[config.mk]
export PLATFORM = sky130hd
export DESIGN_NAME = multicycle_main_fsm_flat
export DESIGN_NICKNAME = d
export VERILOG_FILES = /design/src/rtl/multicycle_main_fsm_if.sv /design/src/rtl/multicycle_main_fsm.sv /design/src/flat_wrapper.sv
export SDC_FILE = /design/constraint.sdc
export NUM_CORES = 1
export LEC_CHECK = 0
export ABC_AREA = 1
export BUFFER_PORTS_ARGS = -buffer_cell sky130_fd_sc_hd__buf_2
export CAP_MARGIN = 10
export CORE_ASPECT_RATIO = 0.9
export CORE_MARGIN = 2
export CORE_UTILIZATION = 25
export CTS_BUF_LIST = sky130_fd_sc_hd__clkbuf_4 sky130_fd_sc_hd__clkbuf_8
export DETAILED_ROUTE_END_ITERATION = 8
export GPL_TIMING_DRIVEN = 0
export PLACE_DENSITY = 0.5
export SLEW_MARGIN = 10
export SYNTH_ARGS = -nofsm -noshare
export SYNTH_HDL_FRONTEND = slang
export SYNTH_SLANG_ARGS = --single-unit
[constraint.sdc]
create_clock -name clk -period 1.26 [get_ports clk]
set_input_delay 0.252 -clock clk [delete_from_list [all_inputs] [get_ports clk]]
set_output_delay 0.252 -clock clk [all_outputs]
set_load 0.1 [all_outputs]
[src/rtl/multicycle_main_fsm_if.sv]
// Instruction-field / control bundle between the main controller and the datapath.
interface multicycle_main_fsm_if;

    localparam int unsigned OP_W    = 2;
    localparam int unsigned FUNCT_W = 6;
    localparam int unsigned RD_W    = 4;
    localparam int unsigned SEL_W   = 2;

    // instruction fields, taken from the held instruction register
    logic [OP_W-1:0]    op;
    logic [FUNCT_W-1:0] funct;
    logic [RD_W-1:0]    rd;

    // datapath controls
    logic               irwrite;
    logic               nextpc;
    logic               adrsrc;
    logic [SEL_W-1:0]   alusrca;
    logic [SEL_W-1:0]   alusrcb;
    logic [SEL_W-1:0]   resultsrc;
    logic [SEL_W-1:0]   alucontrol;
    logic [SEL_W-1:0]   flagw;

    // conditional-logic requests, gated downstream by the condition check
    logic               pcs;
    logic               regw;
    logic               memw;
    logic               instrdone;

    // controller side
    modport master (
        input  op, funct, rd,
        output irwrite, nextpc, adrsrc, alusrca, alusrcb, resultsrc,
               alucontrol, flagw, pcs, regw, memw, instrdone
    );

    // datapath side
    modport slave (
        output op, funct, rd,
        input  irwrite, nextpc, adrsrc, alusrca, alusrcb, resultsrc,
               alucontrol, flagw, pcs, regw, memw, instrdone
    );

endinterface

[src/rtl/multicycle_main_fsm.sv]
// Multicycle ARMv4 main controller: Moore sequencer for DP, LDR/STR and B with
// built-in ALU decoder and PC-write select. Outputs are registered from the
// decode of the next state, so they line up cycle-for-cycle with the state.
module multicycle_main_fsm #(
    parameter int unsigned STATE_W = 4
) (
    input  logic                    clk,
    input  logic                    rst,
    multicycle_main_fsm_if.master   bus
);

    localparam int unsigned SEL_W = 2;
    localparam int unsigned CMD_W = 4;
    localparam int unsigned RD_W  = 4;

    typedef enum logic [STATE_W-1:0] {
        FETCH    = STATE_W'(0),
        DECODE   = STATE_W'(1),
        MEMADR   = STATE_W'(2),
        MEMRD    = STATE_W'(3),
        MEMWB    = STATE_W'(4),
        MEMWR    = STATE_W'(5),
        EXECUTER = STATE_W'(6),
        EXECUTEI = STATE_W'(7),
        ALUWB    = STATE_W'(8),
        BRANCH   = STATE_W'(9)
    } state_t;

    localparam logic [1:0] OP_DP  = 2'b00;
    localparam logic [1:0] OP_MEM = 2'b01;
    localparam logic [1:0] OP_BR  = 2'b10;

    localparam logic [CMD_W-1:0] CMD_AND = 4'b0000;
    localparam logic [CMD_W-1:0] CMD_SUB = 4'b0010;
    localparam logic [CMD_W-1:0] CMD_ADD = 4'b0100;
    localparam logic [CMD_W-1:0] CMD_CMP = 4'b1010;
    localparam logic [CMD_W-1:0] CMD_ORR = 4'b1100;

    localparam logic [SEL_W-1:0] ALU_ADD = 2'b00;
    localparam logic [SEL_W-1:0] ALU_SUB = 2'b01;
    localparam logic [SEL_W-1:0] ALU_AND = 2'b10;
    localparam logic [SEL_W-1:0] ALU_ORR = 2'b11;

    localparam logic [RD_W-1:0] RD_PC = 4'hF;

    state_t state;
    state_t next_state;

    logic [CMD_W-1:0] cmd;
    logic             s_bit;
    logic             nowrite;

    // next-cycle output values
    logic             irwrite_d;
    logic             nextpc_d;
    logic             adrsrc_d;
    logic [SEL_W-1:0] alusrca_d;
    logic [SEL_W-1:0] alusrcb_d;
    logic [SEL_W-1:0] resultsrc_d;
    logic [SEL_W-1:0] alucontrol_d;
    logic [SEL_W-1:0] flagw_d;
    logic             aluop_d;
    logic             branch_d;
    logic             regw_d;
    logic             memw_d;
    logic             instrdone_d;
    logic             pcs_d;

    // output registers
    logic             irwrite_q;
    logic             nextpc_q;
    logic             adrsrc_q;
    logic [SEL_W-1:0] alusrca_q;
    logic [SEL_W-1:0] alusrcb_q;
    logic [SEL_W-1:0] resultsrc_q;
    logic [SEL_W-1:0] alucontrol_q;
    logic [SEL_W-1:0] flagw_q;
    logic             pcs_q;
    logic             regw_q;
    logic             memw_q;
    logic             instrdone_q;

    assign cmd     = bus.funct[4:1];
    assign s_bit   = bus.funct[0];
    // compares update flags only; their result is never written back
    assign nowrite = (cmd == CMD_CMP);

    // next-state logic and Moore decode of the state being entered
    always_comb begin
        next_state   = FETCH;
        irwrite_d    = 1'b0;
        nextpc_d     = 1'b0;
        adrsrc_d     = 1'b0;
        alusrca_d    = 2'b00;
        alusrcb_d    = 2'b00;
        resultsrc_d  = 2'b00;
        alucontrol_d = ALU_ADD;
        flagw_d      = 2'b00;
        aluop_d      = 1'b0;
        branch_d     = 1'b0;
        regw_d       = 1'b0;
        memw_d       = 1'b0;
        instrdone_d  = 1'b0;
        pcs_d        = 1'b0;

        unique case (state)
            FETCH:    next_state = DECODE;
            DECODE: begin
                case (bus.op)
                    OP_MEM:  next_state = MEMADR;
                    OP_DP:   next_state = bus.funct[5] ? EXECUTEI : EXECUTER;
                    OP_BR:   next_state = BRANCH;
                    default: next_state = FETCH;
                endcase
            end
            MEMADR:   next_state = s_bit ? MEMRD : MEMWR;
            MEMRD:    next_state = MEMWB;
            EXECUTER: next_state = ALUWB;
            EXECUTEI: next_state = ALUWB;
            default:  next_state = FETCH;
        endcase

        case (next_state)
            FETCH: begin
                irwrite_d   = 1'b1;
                nextpc_d    = 1'b1;
                alusrca_d   = 2'b01;
                alusrcb_d   = 2'b10;
                resultsrc_d = 2'b10;
            end
            DECODE: begin
                alusrca_d   = 2'b01;
                alusrcb_d   = 2'b10;
                resultsrc_d = 2'b10;
            end
            MEMADR: begin
                alusrcb_d   = 2'b01;
            end
            MEMRD: begin
                adrsrc_d    = 1'b1;
            end
            MEMWB: begin
                resultsrc_d = 2'b01;
                regw_d      = 1'b1;
                instrdone_d = 1'b1;
            end
            MEMWR: begin
                adrsrc_d    = 1'b1;
                memw_d      = 1'b1;
                instrdone_d = 1'b1;
            end
            EXECUTER: begin
                aluop_d     = 1'b1;
                alusrcb_d   = 2'b00;
            end
            EXECUTEI: begin
                aluop_d     = 1'b1;
                alusrcb_d   = 2'b01;
            end
            ALUWB: begin
                regw_d      = ~nowrite;
                instrdone_d = 1'b1;
            end
            BRANCH: begin
                alusrca_d   = 2'b10;
                alusrcb_d   = 2'b01;
                resultsrc_d = 2'b10;
                branch_d    = 1'b1;
                instrdone_d = 1'b1;
            end
            default: ;
        endcase

        // ALU decoder: only the execute states select a data-processing op
        if (aluop_d) begin
            case (cmd)
                CMD_ADD: alucontrol_d = ALU_ADD;
                CMD_SUB: alucontrol_d = ALU_SUB;
                CMD_AND: alucontrol_d = ALU_AND;
                CMD_ORR: alucontrol_d = ALU_ORR;
                CMD_CMP: alucontrol_d = ALU_SUB;
                default: alucontrol_d = ALU_ADD;
            endcase
            flagw_d[1] = s_bit;
            flagw_d[0] = s_bit & ((alucontrol_d == ALU_ADD) | (alucontrol_d == ALU_SUB));
        end

        pcs_d = branch_d | (regw_d & (bus.rd == RD_PC));
    end

    // state and output registers, synchronous reset into FETCH
    always_ff @(posedge clk) begin
        if (rst) begin
            state        <= FETCH;
            irwrite_q    <= 1'b1;
            nextpc_q     <= 1'b1;
            adrsrc_q     <= 1'b0;
            alusrca_q    <= 2'b01;
            alusrcb_q    <= 2'b10;
            resultsrc_q  <= 2'b10;
            alucontrol_q <= ALU_ADD;
            flagw_q      <= 2'b00;
            pcs_q        <= 1'b0;
            regw_q       <= 1'b0;
            memw_q       <= 1'b0;
            instrdone_q  <= 1'b0;
        end else begin
            state        <= next_state;
            irwrite_q    <= irwrite_d;
            nextpc_q     <= nextpc_d;
            adrsrc_q     <= adrsrc_d;
            alusrca_q    <= alusrca_d;
            alusrcb_q    <= alusrcb_d;
            resultsrc_q  <= resultsrc_d;
            alucontrol_q <= alucontrol_d;
            flagw_q      <= flagw_d;
            pcs_q        <= pcs_d;
            regw_q       <= regw_d;
            memw_q       <= memw_d;
            instrdone_q  <= instrdone_d;
        end
    end

    assign bus.irwrite    = irwrite_q;
    assign bus.nextpc     = nextpc_q;
    assign bus.adrsrc     = adrsrc_q;
    assign bus.alusrca    = alusrca_q;
    assign bus.alusrcb    = alusrcb_q;
    assign bus.resultsrc  = resultsrc_q;
    assign bus.alucontrol = alucontrol_q;
    assign bus.flagw      = flagw_q;
    assign bus.pcs        = pcs_q;
    assign bus.regw       = regw_q;
    assign bus.memw       = memw_q;
    assign bus.instrdone  = instrdone_q;

endmodule

[src/flat_wrapper.sv]
// flat-port wrapper written by rule: the top's interface ports become plain ports
module multicycle_main_fsm_flat 
#(
    parameter int unsigned STATE_W = 4
)
  (clk, rst, bus_op, bus_funct, bus_rd, bus_irwrite, bus_nextpc, bus_adrsrc, bus_alusrca, bus_alusrcb, bus_resultsrc, bus_alucontrol, bus_flagw, bus_pcs, bus_regw, bus_memw, bus_instrdone);
  multicycle_main_fsm_if bus_i ();
  input  logic clk;
  input  logic rst;
  input wire logic [$bits(bus_i.op)-1:0] bus_op;
  input wire logic [$bits(bus_i.funct)-1:0] bus_funct;
  input wire logic [$bits(bus_i.rd)-1:0] bus_rd;
  output wire logic [$bits(bus_i.irwrite)-1:0] bus_irwrite;
  output wire logic [$bits(bus_i.nextpc)-1:0] bus_nextpc;
  output wire logic [$bits(bus_i.adrsrc)-1:0] bus_adrsrc;
  output wire logic [$bits(bus_i.alusrca)-1:0] bus_alusrca;
  output wire logic [$bits(bus_i.alusrcb)-1:0] bus_alusrcb;
  output wire logic [$bits(bus_i.resultsrc)-1:0] bus_resultsrc;
  output wire logic [$bits(bus_i.alucontrol)-1:0] bus_alucontrol;
  output wire logic [$bits(bus_i.flagw)-1:0] bus_flagw;
  output wire logic [$bits(bus_i.pcs)-1:0] bus_pcs;
  output wire logic [$bits(bus_i.regw)-1:0] bus_regw;
  output wire logic [$bits(bus_i.memw)-1:0] bus_memw;
  output wire logic [$bits(bus_i.instrdone)-1:0] bus_instrdone;
  assign bus_i.op = bus_op;
  assign bus_i.funct = bus_funct;
  assign bus_i.rd = bus_rd;
  assign bus_irwrite = bus_i.irwrite;
  assign bus_nextpc = bus_i.nextpc;
  assign bus_adrsrc = bus_i.adrsrc;
  assign bus_alusrca = bus_i.alusrca;
  assign bus_alusrcb = bus_i.alusrcb;
  assign bus_resultsrc = bus_i.resultsrc;
  assign bus_alucontrol = bus_i.alucontrol;
  assign bus_flagw = bus_i.flagw;
  assign bus_pcs = bus_i.pcs;
  assign bus_regw = bus_i.regw;
  assign bus_memw = bus_i.memw;
  assign bus_instrdone = bus_i.instrdone;
  multicycle_main_fsm #(.STATE_W(STATE_W)) u_core (.clk(clk), .rst(rst), .bus(bus_i));
endmodule
# Word-level counts from Yosys, hierarchy flattened

Cells that the tools add are included.

Register bits: 20
Input bits: 14
Output and inout port bits: 17
Word-level logic and storage cells: 69

Equal/unequal tests: 21
Multiplexer cells: 16
Bitwise gates (word level): 6
Reduce and logical (&&, ||, !) cells: 14

Operators by type and width:

| kind                                                 | count |
|---|---|
| equality test 4 x 3 -> 1 bit (second input constant) | 6 |
| equality test 4 x 2 -> 1 bit (second input constant) | 5 |
| equality test 4 bit (second input constant)          | 5 |
| one-hot mux 4 bit (5 select lines)                   | 1 |
| zero test 4 bit                                      | 3 |
| one-hot mux 2 bit (2 select lines)                   | 3 |
| one-hot mux 4 bit (3 select lines)                   | 1 |
| OR reduction 2 bit                                   | 6 |
| equality test 4 x 1 -> 1 bit (second input constant) | 2 |
| two-way mux 1 bit                                    | 7 |
| one-hot mux 2 bit (3 select lines)                   | 1 |
| OR reduction 3 bit                                   | 2 |
| equality test 2 x 1 -> 1 bit (second input constant) | 2 |
| zero test 2 bit                                      | 2 |
| OR reduction 4 bit                                   | 1 |
| two-way mux 3 bit                                    | 1 |
| bitwise AND 1 bit                                    | 2 |
| equality test 2 bit (second input constant)          | 1 |
| two-way mux 2 bit                                    | 1 |
| inverter 1 bit                                       | 2 |
| bitwise OR 1 bit                                     | 2 |
| one-hot mux 1 bit (2 select lines)                   | 1 |

# Logic depth before layout (Yosys ltp)

Gate-level depths: netlist of the first run.

Depth after elaboration: 10
Gate-level depth with buffers: 8
Gate-level depth less buffers: 8

# Worst setup path before layout of the first run

OpenSTA, ideal clock, no wires.

Kind: register -> output
Start: register u_core.bus.irwrite (netlist name)
End: output port bus_nextpc
Arrival time: 1.356 ns
Data required time: 1.008 ns
Path slack: -0.348 ns
Cell stages (with the launch flop): 2
Path buffers: 1
Path through: dfxtp_1 -> buf_4

RTL lines:

| element          | RTL line           | RTL |
|---|---|---|
| end: declaration | flat_wrapper.sv:14 | `output wire logic [$bits(bus_i.nextpc)-1:0] bus_nextpc;` |

==> results of run 1 <==
-- cells in the mapped netlist --
| master | instances |
|---|---|
| nand2_1 | 14 |
| o21bai_1 | 1 |
| nor2_1 | 18 |
| or2_2 | 1 |
| nor3_2 | 1 |
| inv_2 | 1 |
| nor2_2 | 2 |
| nor3_1 | 3 |
| nand2_2 | 1 |
| nand4_1 | 1 |
| nor2_4 | 3 |
| inv_1 | 17 |
| buf_4 | 1 |
| buf_2 | 1 |
| o21ai_0 | 1 |
| nand3_2 | 3 |
| a21oi_4 | 1 |
| nand3_1 | 11 |
| dfxtp_1 | 20 |
| a21oi_1 | 2 |
-- flip-flops by register name, indices dropped and copies added, names as in the netlist --
| register | cells |
|---|---|
| u_core.bus.memw | 1 |
| u_core.bus.flagw | 2 |
| u_core.bus.resultsrc | 2 |
| u_core.bus.alucontrol | 2 |
| u_core.bus.alusrcb | 2 |
| u_core.bus.regw | 1 |
| u_core.bus.irwrite | 1 |
| u_core.bus.adrsrc | 1 |
| u_core.state | 4 |
| u_core.bus.instrdone | 1 |
| u_core.bus.alusrca | 2 |
| u_core.bus.pcs | 1 |
-- metal layers --
| layer | GRT usage, % | wire [um] |
|---|---|---|
| met5 | 0 | 0 |
| met4 | 2.74 | 18 |
| met3 | 3.69 | 101 |
| met2 | 15.8 | 737 |
| met1 | 12.2 | 767 |
-- stage by stage --
stage	hold slack (ns)	std cells	setup WS (ns)
after global routing	0.146	179	0.0123
after detailed placement	0.474	175	0.0671
after floorplan	0.330	103	0.0990
after global placement	0.472	175	0.0859
after CTS	0.137	179	0.0232
final	0.149	179	0.0625
-- cell type report --
| type | instances | area, um2 | share of cell area, % |
|---|---|---|---|
| Sequential cell | 20 | 405 | 35.8 |
| Multi-Input combinational cell | 63 | 342 | 30.2 |
| Timing Repair Buffer | 30 | 200 | 17.7 |
| Inverter | 18 | 67.6 | 5.97 |
| Tap cell | 42 | 52.6 | 4.64 |
| Clock inverter | 1 | 30.0 | 2.65 |
| Clock buffer | 3 | 22.5 | 1.99 |
| Buffer | 2 | 12.5 | 1.10 |
-- worst reg2reg max path, delay by kind of cell (launching register included) --
| kind | cells | cell delay [ns] |
|---|---|---|
| buf+inv | 1 | 0.10 |
| simple gates | 7 | 0.56 |
| flops | 1 | 0.41 |
-- repair_timing --
item,4_1_cts,5_1_grt
cloned,0,0
endpoints found under the setup margin,17,5
resized for setup,18,4
-- power groups by stage --
stage               registers (mW)  clock network [mW]  logic, mW
detailed placement           0.705                   0      0.453
global route                 0.699               0.563      0.513
finish                       0.693               0.519      0.481
global placement             0.704                   0      0.450
floorplan                    0.911                   0      0.166
CTS                          0.693               0.542      0.477
-- final timing paths --
| kind | from | to | slack, ns | cells past startpoint |
|---|---|---|---|---|
| hold reg to reg | u_core.state[0]$_SDFF_PP0_ | u_core.bus.resultsrc[0]$_SDFF_PP0_ | 0.55 | 2 |
| setup / recovery | u_core.bus.irwrite$_SDFF_PP1_ | bus_nextpc | 0.06 | 2 |
| hold / removal | bus_funct[0] | u_core.bus.memw$_SDFF_PP0_ | 0.15 | 2 |
| setup reg to reg | u_core.state[1]$_SDFF_PP0_ | u_core.bus.resultsrc[1]$_SDFF_PP1_ | 0.09 | 8 |
-- kinds of logic after synthesis --
logic type	share of synthesized area, %
and+or+nand+nor	36.3
DFF	49.2
buffers and inverters	9.83
AOI/OAI and AO/OA	4.76
==> flow_summary_export.csv, run 1 <==
group,metric,value,unit
timing,skew,0.00239,ns
pwr,swShare,34.4,%
critical_path,end_kind,"output port",
timing,drv_slew,0,
finish,postLayoutCoreUtil,36.6,%
pwr,ir_drop,0.942,mV
clocking,cts_buffer_depth,2,
die,die_height,58.2,um
detailed_routing,drc,0,
clocking,cts_tree,"yes",
timing,rsz0062_at_grt,"no",
detailed_routing,routed_wl,1.63,mm
critical_path,cp_slowest_cell,"dfxtp_4",
critical_path,path_buf_inv,2,
job,cap_violations,0,
detailed_routing,vias,720,
die,die_area,0.00373,mm2
placement,port_buffers,30,
placement,post_dp_cell_area,0.00102,mm2
pwr,cell_internal_pwr,1.11,mW
grt,grt_max_degree,13,
clocking,cts_sinks,20,
worst_hold_path,hp-class,"in -> reg",
finish,final_cell_mix,"nor2_1 (18), dfxtp_1 (18), inv_1 (17), buf_4 (17), buf_2 (14)",
critical_path,crit_chain,"buf_4 > buf_8",
die,pin_count,31,
pwr,powerDensity,1490,mW/mm2
yosys,ys_seq_area_share,49.2,%
detailed_routing,drtPass1Iterations,4,
yosys,ys_ff_latch,20,
timing,maxClockFrequency,835,MHz
grt,grt_pass1_wl,2.85,mm
finish,antenna_cells,0,
die,initial_core_util,26.4,%
yosys,syn-num-nets,117,
pwr,power,1.69,mW
yosys,yosys.area.top_type_share,49.2,%
detailed_routing,wire_per_inst,9.08,um
detailed_routing,final_antenna_net_count,0,
timing,hold_viol_final,0,
finish,finalInstanceArea,0.00113,mm2
finish,nets,152,
critical_path,path_delay_family,"flip-flops",
finish,area_growth,39.0,%
clocking,cts-root-buf,"clkbuf_4",
clocking,hold_buffers,0,
yosys,synth_area_leaders,"dfxtp_1 (49%), nor2_1 (8.3%), inv_1 (7.8%), nand3_1 (6.8%), nand2_1 (6.5%)",
detailed_routing,drt_iter0_markers,15,
critical_path,crit_path_max_incr_delay,0.36,ns
grt,grt_overflow,0,
timing,fin_crit_sh,95.0,%
yosys,synth_warnings,0,
clocking,path_clk_slew,0.11,ns
critical_path,required,1.01,ns
detailed_routing,viasPerCell,4.02,
yosys,synth_area,815,um2
die,core-area,0.00309,mm2
timing,relSlewSlack,81.0,%
clocking,htree_levels,1,
yosys,synth.distinct_cells,20,
clocking,numCtsBuffers,3,
timing,worst_pin_slew,0.284,ns
critical_path,criticalPathCategory,"reg -> out",
timing,final.setup.tns,0,ns
timing,setup_viol,0,
pwr,switchingPower,582,uW
critical_path,cp.arrival,0.95,ns
yosys,avgSynthCellArea,7.91,um2
clocking,post_cts_buffers,0,
die,rows,19,
critical_path,cp_max_fo,2,
finish,fillers,335,
placement,place.detailed.hpwl,1.30,mm
run_status,outcome,"finished, final reports clean",
pwr,p_clk_share,30.6,%
timing,min_period,1.20,ns
placement,gp_congestion,0.802,
pwr,comb_power_share,28.4,%
die,die_w,64.2,um
yosys,synth.largest_area_cell,"dfxtp_1",
grt,antenna_found_initial,0,
pwr,power.share.sequential,41.0,%
clocking,clkLatencyLatePin,0.30,ns
yosys,syn_inst,103,
grt,track_usage,9.74,%
pwr,leakagePower,0.554,nW
grt,grt_pass1_vias,689,
finish,drive_above_1_share,38.7,%
critical_path,startpoint_type,"flop",
Note: power is estimated with default switching activity, not from simulation.
==> run 2, diff against run 1 <==
CORE_UTILIZATION = 49   (was 25)
CTS_CLUSTER_SIZE = 16   (was default)
PLACE_DENSITY = 0.84   (was 0.5)
==> run 2 against run 1 <==
Compared with the run above: critical path depth unchanged; via count increased by 9.3%; sequential power about the same; largest power group unchanged; critical endpoint unchanged; die area decreased by 46%; global-route usage increased by 11 points; register-to-register slack got worse by 0.02 ns; critical path type unchanged; routed wire length increased by 22%.
==> flow_summary_export.csv, run 2 (synthesis gave the netlist of run 1 again) <==
group,metric,value,unit
timing,relSlewSlack,82.3,%
critical_path,cp_max_fo,2,
detailed_routing,drt_iter0_markers,39,
die,die_height,42.7,um
pwr,ir_drop,0.829,mV
critical_path,crit_start,"u_core.bus.irwrite$_SDFF_PP1_",
pwr,leakagePower,0.550,nW
timing,setup_viol,0,
detailed_routing,drtPass1Iterations,5,
die,core-area,0.00150,mm2
placement,place.detailed.hpwl,1.33,mm
critical_path,required,1.01,ns
clocking,cts-root-buf,"clkbuf_4",
clocking,clkLatencyLatePin,0.31,ns
run_status,outcome,"finished, final reports clean",
finish,fillers,109,
pwr,comb_power_share,32.3,%
critical_path,r2r_setup_slack,0.07,ns
finish,ff_latch_area,409,um2
finish,stdcell_count,160,
critical_path,rr_startpoint,"u_core.state[1]$_SDFF_PP0_",
pwr,p_clk_share,22.7,%
placement,gp_congestion,0.867,
clocking,htree_levels,1,
critical_path,crit_path_end,"bus_nextpc",
clocking,cts_tree,"yes",
clocking,cts_buffer_depth,2,
finish,largest_reg_flops,4,
clocking,path_clk_slew,0.12,ns
finish,antenna_cells,0,
grt,grt_max_degree,12,
grt,grt_pass1_wl,3.08,mm
die,die_area,0.00200,mm2
pwr,cell_internal_pwr,935,uW
die,pin_count,31,
placement,post_dp_cell_area,996,um2
critical_path,reg2reg_to,"u_core.bus.resultsrc[1]$_SDFF_PP1_",
critical_path,criticalPathCategory,"reg -> out",
critical_path,startpoint_type,"flop",
pwr,power,1.54,mW
pwr,power.share.sequential,45.0,%
clocking,numCtsBuffers,3,
timing,layout_setup_ws,0.0322,ns
placement,place_inst,155,
timing,worst_pin_slew,0.262,ns
die,die_w,47.0,um
clocking,cts_sinks,20,
placement,place_ws,0.0719,ns
finish,area_growth,34.7,%
timing,skew,0.00763,ns
grt,grt_overflow,0,
detailed_routing,drc,0,
job,cap_violations,0,
critical_path,cp.arrival,0.98,ns
timing,drv_slew,0,
timing,fin_crit_sh,97.4,%
timing,maxClockFrequency,814,MHz
pwr,powerDensity,1410,mW/mm2
detailed_routing,viasPerCell,4.92,
placement,port_buffers,30,
finish,multi_input_area,347,um2
finish,finalInstanceArea,0.00110,mm2
finish,top_register,"u_core.state",
finish,drive_above_1_share,39.9,%
critical_path,reg2reg_depth,8,
grt,track_usage,21.1,%
detailed_routing,wire_per_inst,12.4,um
finish,nets,153,
finish,final_cell_mix,"nor2_1 (18), buf_4 (18), inv_1 (17), dfxtp_1 (17), buf_2 (14)",
timing,hold_slack,0.134,ns
detailed_routing,final_antenna_net_count,0,
critical_path,end_kind,"output port",
detailed_routing,vias,787,
pwr,switchingPower,608,uW
die,initial_core_util,54.4,%
grt,grt_pass1_vias,740,
pwr,swShare,39.4,%
detailed_routing,routed_wl,1.98,mm
die,rows,13,
worst_hold_path,hp-class,"in -> reg",
timing,min_period,1.23,ns
timing,hold_viol_final,0,
grt,antenna_found_initial,0,
-- run 2: timing repair --
item                                   CTS  global route
pin swaps                                0             1
resized for setup                       18             6
hold buffers                             0             0
setup endpoints to repair               17             5
endpoints found under the hold margin    0             0
buffers inserted                         0             1
-- run 2: how the worst min path moves through the flow --
stage / start / to / slack [ns] / depth (start not counted)
final: bus_funct[0] / u_core.bus.memw$_SDFF_PP0_ / 0.13 / 2
after global routing: bus_funct[0] / u_core.bus.memw$_SDFF_PP0_ / 0.15 / 2
after CTS: bus_funct[0] / u_core.bus.memw$_SDFF_PP0_ / 0.14 / 2
after detailed placement: bus_funct[0] / u_core.bus.memw$_SDFF_PP0_ / 0.46 / 2
after global placement: bus_funct[0] / u_core.bus.memw$_SDFF_PP0_ / 0.46 / 2
after floorplan: bus_funct[0] / u_core.bus.memw$_SDFF_PP0_ / 0.33 / 1
-- run 2: worst max-delay path, stage by stage (launching register included) --
cell and delay [ns]:
dfxtp_4 0.36, buf_4 0.10, buf_6 0.21
-- run 2: power by group through the flow --
stage / registers (mW) / logic, mW / clock network [mW]
floorplan: 0.911 / 0.166 / 0
global placement: 0.702 / 0.446 / 0
detailed placement: 0.705 / 0.453 / 0
CTS: 0.692 / 0.480 / 0.341
global route: 0.698 / 0.523 / 0.378
finish: 0.694 / 0.499 / 0.351
-- run 2: per-layer routing --
layer | track usage, % | share of wire (%)
met5 | 0 | 0
met4 | 6.11 | 2.2
met3 | 4.26 | 7.3
met2 | 37.8 | 52
met1 | 24.1 | 39
-- run 2: metrics by stage --
step	TNS (ns)	utilization, %
after floorplan	0	-
after global placement	0	66.6
after detailed placement	0	66.6
after CTS	0	71.7
after global routing	-0.0332	73.3
final	0	73.3
-- run 2: area by class of cell --
cell class / instances / share of cell area, %
Multi-Input combinational cell: 63 / 31.6
Tap cell: 22 / 2.51
Sequential cell: 20 / 37.3
Clock buffer: 4 / 2.74
Buffer: 2 / 1.14
Inverter: 18 / 6.16
Timing Repair Buffer: 31 / 18.6
==> run 3, diff against run 2 <==
CORE_ASPECT_RATIO = default   (was 0.9)
CORE_MARGIN = 5   (was 2)
==> run 3 against run 2 <==
Compared with the run above: sequential cell count unchanged; global-route usage decreased by 5.4 points; sequential share of layout area decreased by 0.73 points; critical path depth unchanged; die area increased by 29%; combinational power about the same; via count increased by 0.25%; cell count decreased by 3.8%; hold slack got worse by 0.0011 ns; maximum frequency increased by 1.0%; utilization decreased by 1.2 points; setup slack improved by 0.012 ns.
==> flow_summary_export.csv, run 3 (synthesis gave the netlist of run 1 again) <==
group,metric,value,unit
critical_path,reg2reg_to,"u_core.bus.resultsrc[1]$_SDFF_PP1_",
grt,grt_pass1_vias,742,
pwr,leakagePower,0.559,nW
clocking,path_clk_slew,0.12,ns
die,core-area,0.00154,mm2
detailed_routing,drtPass1Iterations,5,
timing,skew,0.0107,ns
critical_path,cp_slowest_cell,"dfxtp_4",
finish,nets,153,
detailed_routing,final_antenna_net_count,0,
timing,maxClockFrequency,823,MHz
critical_path,cp.arrival,0.96,ns
critical_path,rr_startpoint,"u_core.state[1]$_SDFF_PP0_",
critical_path,required,1.01,ns
clocking,clkLatencyLatePin,0.31,ns
timing,drv_slew,0,
grt,antenna_found_initial,0,
detailed_routing,drt_iter0_markers,24,
timing,setup_viol,0,
placement,port_buffers,30,
critical_path,criticalPathCategory,"reg -> out",
critical_path,reg2reg_depth,8,
die,die_area,0.00258,mm2
detailed_routing,wire_per_inst,12.6,um
clocking,hold_buffers,0,
finish,top_register,"u_core.state",
worst_hold_path,hp-class,"in -> reg",
timing,fin_crit_sh,96.5,%
clocking,cts_tree,"yes",
timing,min_period,1.22,ns
grt,track_usage,15.6,%
worst_hold_path,min_to,"u_core.bus.memw$_SDFF_PP0_",
clocking,cts-root-buf,"clkbuf_4",
detailed_routing,vias,789,
clocking,cts_sinks,20,
finish,antenna_cells,0,
worst_hold_path,hold_start,"bus_funct[0]",
finish,largest_reg_flops,4,
detailed_routing,viasPerCell,5.12,
clocking,htree_levels,1,
die,rows,14,
grt,grt_overflow,0,
critical_path,crit_path_max_incr_delay,0.36,ns
die,die_height,50.8,um
detailed_routing,drc,0,
run_status,outcome,"finished, final reports clean",
timing,worst_pin_slew,0.310,ns
job,cap_violations,0,
pwr,power,1.72,mW
grt,grt_pass1_wl,3.08,mm
critical_path,r2r_setup_slack,0.09,ns
grt,grt_max_degree,13,
clocking,numCtsBuffers,3,
placement,place.detailed.hpwl,1.40,mm
die,pin_count,31,
timing,hold_viol_final,0,
clocking,cts_buffer_depth,2,
critical_path,cp_max_fo,2,
worst_hold_path,hold_path_depth,2,
finish,postLayoutCoreUtil,72.2,%
detailed_routing,routed_wl,1.94,mm
critical_path,crit_chain,"buf_4 > buf_6",
die,die_w,50.8,um
timing,relSlewSlack,79.1,%
placement,gp_congestion,0.828,
critical_path,path_delay_family,"flip-flops",
pwr,ir_drop,0.972,mV
critical_path,end_kind,"output port",
critical_path,startpoint_type,"flop",
finish,area_growth,36.6,%
die,initial_core_util,52.8,%
finish,final_cell_mix,"nor2_1 (18), buf_4 (18), inv_1 (17), dfxtp_1 (17), buf_2 (14)",
placement,place_inst,149,
critical_path,path_buf_inv,2,
finish,drive_above_1_share,40.6,%
pwr,powerDensity,1540,mW/mm2
finish,stdcell_count,154,
[run 3: power by group]
group / internal (mW) / switching [mW]
combinational: 0.121 / 0.377
clock: 0.322 / 0.202
sequential: 0.672 / 0.0232
[run 3: worst register-to-register path: stages, from the launching register on]
cell	delay, ns
dfxtp_2	0.38
inv_1	0.09
nand2_1	0.10
nor2_4	0.13
nand2_1	0.07
nand2_1	0.10
nor2_1	0.05
nand2_1	0.08
nand3_1	0.07
[run 3: cell type report]
cell class	count	area (um2)
plain buffers	2	12.5
clock buffers	3	22.5
clock inverters	1	30.0
fillers	126	429
inverters	18	67.6
multi-input cells	63	349
flip-flops and latches	20	407
well taps	16	20.0
repair buffers	31	204
[run 3: how the worst max path moves through the flow]
stage                                   from                            endpoint  slack (ns)  depth (start not counted)
2_1_floorplan   u_core.bus.adrsrc$_SDFF_PP0_                          bus_adrsrc         0.1                          0
3_3_place_gp      u_core.state[3]$_SDFF_PP0_  u_core.bus.resultsrc[1]$_SDFF_PP1_        0.11                          6
3_5_place_dp      u_core.state[0]$_SDFF_PP0_  u_core.bus.resultsrc[1]$_SDFF_PP1_        0.06                          7
4_1_cts           u_core.state[0]$_SDFF_PP0_  u_core.bus.resultsrc[1]$_SDFF_PP1_        0.02                          7
5_1_grt        u_core.bus.irwrite$_SDFF_PP1_                          bus_nextpc      -0.002                          2
6_report       u_core.bus.irwrite$_SDFF_PP1_                          bus_nextpc        0.04                          2
[run 3: routing by layer]
layer  global-route usage [%]  vias up  share of wire [%]
met5                        0        -                  0
met4                     9.79        0                3.6
met3                     3.85        9                7.3
met2                     26.7       40                 51
met1                     17.0      351                 38
li1                         -      389                  -
[run 3: repair_timing]
action                                  CTS  global route
endpoints found under the hold margin     0             0
gates resized for setup                  18             6
endpoints found under the setup margin   17             6
pin swaps                                 0             1
buffers inserted                          0             1
[run 3: per-stage QoR]
step / setup slack [ns] / hold WS (ns) / setup TNS (ns) / cell area, um2
2_1_floorplan: 0.0990 / 0.330 / 0 / 818
3_3_place_gp: 0.110 / 0.457 / 0 / 988
3_5_place_dp: 0.0599 / 0.470 / 0 / 988
4_1_cts: 0.0244 / 0.138 / 0 / 1090
5_1_grt: -0.00238 / 0.129 / -0.00238 / 1110
6_report: 0.0443 / 0.133 / 0 / 1110
